**src/rtl/carrega_matrizes.sv**
```systemverilog
// Loads two N x N matrices (A then B) from one element stream and replays them
// pairwise in row-major order to a downstream adder over a valid/ready handshake.
module carrega_matrizes #(
    parameter int TAMANHO = 5,
    parameter int LARGURA = 8
) (
    input  logic               clk,
    input  logic               rst,
    input  logic               abort,
    input  logic [LARGURA-1:0] in_data,
    input  logic               in_valid,
    output logic               in_ready,
    output logic [LARGURA-1:0] out_a,
    output logic [LARGURA-1:0] out_b,
    output logic [2:0]         out_row,
    output logic [2:0]         out_col,
    output logic               out_last,
    output logic               out_valid,
    input  logic               out_ready,
    output logic               busy
);

    localparam int DEPTH = TAMANHO * TAMANHO;
    localparam int AW    = (DEPTH > 1) ? $clog2(DEPTH) : 1;
    localparam logic [2:0] MAX_IDX = 3'(TAMANHO - 1);

    typedef enum logic [1:0] {
        LOAD_A,
        LOAD_B,
        EMIT
    } state_t;

    state_t             state_reg;
    logic [2:0]         row_reg;
    logic [2:0]         col_reg;
    logic [AW-1:0]      addr_reg;
    logic               in_ready_reg;
    logic               busy_reg;
    logic               out_valid_reg;
    logic               out_last_reg;
    logic [LARGURA-1:0] out_a_reg;
    logic [LARGURA-1:0] out_b_reg;
    logic [2:0]         out_row_reg;
    logic [2:0]         out_col_reg;

    logic [LARGURA-1:0] mem_a [DEPTH];
    logic [LARGURA-1:0] mem_b [DEPTH];

    logic          in_fire;
    logic          out_fire;
    logic          at_end;
    logic          wr_a;
    logic          wr_b;
    logic [2:0]    row_next;
    logic [2:0]    col_next;
    logic [AW-1:0] addr_next;

    always_comb begin
        in_fire   = in_valid && in_ready_reg;
        out_fire  = out_valid_reg && out_ready;
        at_end    = (row_reg == MAX_IDX) && (col_reg == MAX_IDX);
        wr_a      = in_fire && !abort && (state_reg == LOAD_A);
        wr_b      = in_fire && !abort && (state_reg == LOAD_B);
        addr_next = addr_reg + AW'(1);
        row_next  = row_reg;
        col_next  = col_reg + 3'd1;
        if (col_reg == MAX_IDX) begin
            col_next = 3'd0;
            row_next = row_reg + 3'd1;
        end
    end

    // Storage has no reset so it maps onto block RAM; contents are don't-care after reset/abort.
    always_ff @(posedge clk) begin
        if (wr_a) begin
            mem_a[addr_reg] <= in_data;
        end
        if (wr_b) begin
            mem_b[addr_reg] <= in_data;
        end
    end

    always_ff @(posedge clk or posedge rst) begin
        if (rst) begin
            state_reg     <= LOAD_A;
            row_reg       <= 3'd0;
            col_reg       <= 3'd0;
            addr_reg      <= '0;
            in_ready_reg  <= 1'b0;
            busy_reg      <= 1'b0;
            out_valid_reg <= 1'b0;
            out_last_reg  <= 1'b0;
            out_a_reg     <= '0;
            out_b_reg     <= '0;
            out_row_reg   <= 3'd0;
            out_col_reg   <= 3'd0;
        end else if (abort) begin
            state_reg     <= LOAD_A;
            row_reg       <= 3'd0;
            col_reg       <= 3'd0;
            addr_reg      <= '0;
            in_ready_reg  <= 1'b1;
            busy_reg      <= 1'b0;
            out_valid_reg <= 1'b0;
            out_last_reg  <= 1'b0;
        end else begin
            case (state_reg)
                LOAD_A: begin
                    in_ready_reg <= 1'b1;
                    if (in_fire) begin
                        busy_reg <= 1'b1;
                        if (at_end) begin
                            state_reg <= LOAD_B;
                            row_reg   <= 3'd0;
                            col_reg   <= 3'd0;
                            addr_reg  <= '0;
                        end else begin
                            row_reg  <= row_next;
                            col_reg  <= col_next;
                            addr_reg <= addr_next;
                        end
                    end
                end
                LOAD_B: begin
                    if (in_fire) begin
                        if (at_end) begin
                            // Element 0 was written long ago, so the first pair is ready now.
                            state_reg     <= EMIT;
                            in_ready_reg  <= 1'b0;
                            row_reg       <= 3'd0;
                            col_reg       <= 3'd0;
                            addr_reg      <= '0;
                            out_valid_reg <= 1'b1;
                            out_last_reg  <= 1'b0;
                            out_a_reg     <= mem_a[0];
                            out_b_reg     <= mem_b[0];
                            out_row_reg   <= 3'd0;
                            out_col_reg   <= 3'd0;
                        end else begin
                            row_reg  <= row_next;
                            col_reg  <= col_next;
                            addr_reg <= addr_next;
                        end
                    end
                end
                EMIT: begin
                    if (out_fire) begin
                        if (out_last_reg) begin
                            state_reg     <= LOAD_A;
                            row_reg       <= 3'd0;
                            col_reg       <= 3'd0;
                            addr_reg      <= '0;
                            in_ready_reg  <= 1'b1;
                            busy_reg      <= 1'b0;
                            out_valid_reg <= 1'b0;
                            out_last_reg  <= 1'b0;
                        end else begin
                            row_reg      <= row_next;
                            col_reg      <= col_next;
                            addr_reg     <= addr_next;
                            out_a_reg    <= mem_a[addr_next];
                            out_b_reg    <= mem_b[addr_next];
                            out_row_reg  <= row_next;
                            out_col_reg  <= col_next;
                            out_last_reg <= (row_next == MAX_IDX) && (col_next == MAX_IDX);
                        end
                    end
                end
                default: begin
                    state_reg <= LOAD_A;
                end
            endcase
        end
    end

    assign in_ready  = in_ready_reg;
    assign busy      = busy_reg;
    assign out_valid = out_valid_reg;
    assign out_last  = out_last_reg;
    assign out_a     = out_a_reg;
    assign out_b     = out_b_reg;
    assign out_row   = out_row_reg;
    assign out_col   = out_col_reg;

endmodule

```
**config.mk**
```make
export PLATFORM = sky130hd
export DESIGN_NAME = carrega_matrizes
export DESIGN_NICKNAME = d
export VERILOG_FILES = /design/src/rtl/carrega_matrizes.sv
export SDC_FILE = /design/constraint.sdc
export NUM_CORES = 1
export LEC_CHECK = 0
export BUFFER_PORTS_ARGS = -buffer_cell sky130_fd_sc_hd__buf_2
export CAP_MARGIN = 20
export CELL_PAD_IN_SITES_DETAIL_PLACEMENT = 0
export CELL_PAD_IN_SITES_GLOBAL_PLACEMENT = 1
export CORE_MARGIN = 2
export CORE_UTILIZATION = 51
export DETAILED_ROUTE_END_ITERATION = 6
export GPL_ROUTABILITY_DRIVEN = 1
export PLACE_DENSITY = 0.82
export SLEW_MARGIN = 15
export SYNTH_ARGS = -nofsm -noshare
export SYNTH_HDL_FRONTEND = slang
export SYNTH_SLANG_ARGS = --single-unit
```
**constraint.sdc**
```tcl
create_clock -name clk -period 8.8 [get_ports clk]
set_clock_uncertainty 0.2 [all_clocks]
set_input_delay 0 -clock clk [delete_from_list [all_inputs] [get_ports clk]]
set_output_delay 0 -clock clk [all_outputs]
set_load 0.02 [all_outputs]
```
==> results.md <==
* Via-to-Cell Ratio at just over 6
* Num CTS Buffers at between 40 and 50
* Pre-antenna DRT Iters at 6
* Syn Nets at roughly 1000
* Vias in the first global route at 9138
* Most frequent cells in the layout: edfxtp_1, nand2_1, mux4_2
* Ys async rst share at 0.0888
* Hold Path Class: in2reg
* Largest net degree at the start of global routing at 67
* RePlAce Congestion at 0.801
* WL/cell at about 25 um
* First-pass GRT wire length at ~58000 um
* CORE AREA at approximately 0.035 mm2
* Clock Path Buffers at 3
* DP Worst Slack at approximately 4600 ps
* Area growth syn-to-layout at 10.8%
* DIE AREA at 0.0367 mm2
* CP Data Required Time at 9010 ps
* RSZ-0062 raised after global routing: false
* Biggest regs: mem_a: 200 flops, mem_b: 200 flops
* Failing checks: hold timing
* Final worst setup slack at slightly above 5000 ps
* CTS sink cnt at around 440
* #FFs+latches synth at ~440
* Startpoint types: flop
* # diodes at 0
* GR Util All Layers at 0.216
* Detailed-route via count at slightly above 9000
* Post-synth EDFFs at 400
* Die Y-Extent at approximately 190 um
* Die extent in x at 192 um
* Ys Warns at 0
* Sequential-to-total area share from yosys stat at 0.724
* Post-Route WL at between 30000 and 40000 um
* Slew HR at 0.284
* PwrDens at 217 mW/mm2
* Final core occ at 0.574
* Worst-path clk slew at about 60 ps
* CTS tree: yes
* Setup tns final at 0 ps
* Port Buffers at 38
* Post-CTS Resized at 0
* Fin crit share at 0.426
* Post-layout nets at ~1100
* Worst Tran Pin Value at ~1100 ps
* Placed wire-length estimate at between 20000 and 25000 um
* Min Clock Period, post-route at roughly 3700 ps
* Crit path kind: reg2reg
* Pwr Total at roughly 4.3 mW
* Fin. Hold Viols at 8
* Fin Hold WS at -27.9 ps
* GRT overflow at 0
* Worst vdd ir at around 0.00012 V
* Crit path DAT at ~4000 ps
* Worst-skew pair later-pin latency at between 500 and 600 ps
* 1st-iter DRT viols at 1194
* P_leak at between 6 and 7 nW
* Synth Flop Type: edfxtp_1
* Distinct cell type count after synthesis at 58
* IO Pins at 39
* Initial core utilization at 0.518
* Commonest non-fill, non-tap cell in the layout: edfxtp_1
* Row count at 68
* CTS Hold Bufs at 7
* Setup Viol. Count Final at 0
* Synth Instances at between 900 and 1000
* Count of final max-slew check failures at 0
* Drc violations at 0
* Setup Buffers After CTS at 0
* Critical Path End Type: flop
* Antenna violations before repair at 0
* H-tree levels at 2
* Post-route ant nets at 0
* Synth Cell Area at 0.0179 mm2
* Fmax at ~0.27 GHz
* Syn Area/Cell at 18.2 um2
* Clock root buffer: clkbuf_16
* Layout cells sized above 1 at 0.216
* Max FO, Critical Path at 66
* Status: finished, violations left
* Max Cap Violations at 0
worst paths after layout:
kind	start	endpoint	slack [ps]	cells after the start
max in group asynchronous	rst	addr_reg[0]	7450	5
max reg2reg	addr_reg[1]	out_b[1]	5050	7
min in group asynchronous	rst	out_col[0]	510	5
max	addr_reg[1]	out_b[1]	5050	7
min reg2reg	out_row[1]	out_row[1]	270	2
min	in_data[7]	mem_b[15][7]	-30	1
where the power goes:
group	switching [mW]	internal, mW	total [mW]
clock	0.730	1.04	1.77
combinational	0.154	0.115	0.269
sequential	0.00665	2.28	2.29
total	0.891	3.43	4.32
synthesized netlist by cell type (2+ instances only):
library cell,instances,area share
edfxtp_1,400,0.67
nand2_1,108,0.023
mux4_2,96,0.12
nor2_1,56,0.012
dfrtp_1,39,0.054
nor2b_1,36,0.013
nand3_1,22,0.0061
o31ai_1,22,0.0092
a22oi_1,18,0.0075
and3_1,17,0.0059
buf_2,17,0.0047
inv_1,15,0.0031
clkbuf_1,14,0.0029
a2111oi_2,12,0.010
ha_1,12,0.0084
o21ai_0,10,0.0028
a21oi_1,9,0.0025
buf_4,9,0.0038
buf_6,8,0.0050
a2111oi_1,4,0.0022
a22o_1,4,0.0020
nor3b_1,4,0.0017
xnor2_1,4,0.0020
a21o_1,3,0.0013
mux2i_1,3,0.0017
nand3b_1,3,0.0013
o22ai_1,3,0.0010
or3_1,3,0.0010
buf_12,2,0.0022
nand3_2,2,0.0011
nor3_1,2,0.00056
o211ai_1,2,0.00084
or3b_1,2,0.00098
or4_1,2,0.00084
xor2_2,2,0.0018
cell families (layout without fill, tap and decap cells):
family	after synthesis	count (layout)	synth area share
AO/OA/AOI/OAI	98	98	0.0458
XOR/XNOR	8	8	0.00579
adder cells (fa/ha/maj)	12	12	0.00837
buffers and inverters	67	144	0.0229
flip-flops	439	439	0.724
multiplexers	100	100	0.123
AND/OR/NAND/NOR	264	264	0.0704
layout make-up:
cell class              instances  area, um2
clock buffers                  56       1150
clock inverters                18        188
fillers                      2511      14700
inverters                      15       56.3
multi-input cells             482       4570
flip-flops and latches        439      13000
well taps                     455        569
repair buffers                 55        355
metal layers:
layer,track usage,part of all wire,up-vias,wire length (um)
met2,0.333,0.47,375,18200
met1,0.321,0.43,4765,16600
li1,-,-,4008,-
met5,0,0,-,0
met3,0.0439,0.078,52,3020
met4,0.0524,0.019,0,714
critical path, stage by stage, from the launching register on:
cell and delay, ps:
dfrtp_1 600, inv_1 170, ha_4 620, buf_4 790, mux4_2 440, nor2b_1 150, a2111oi_1 450, o31ai_1 120
through the flow:
step                      hold slack, ps  area, um2  cells
after floorplan                     -101      17900    988
after global placement             -42.7      18400   1438
after detailed placement           -33.8      18400   1438
after CTS                           9.69      19900   1519
after global routing                25.9      19900   1520
final                              -27.9      19900   1520
Power figures use the tool's default switching activity.
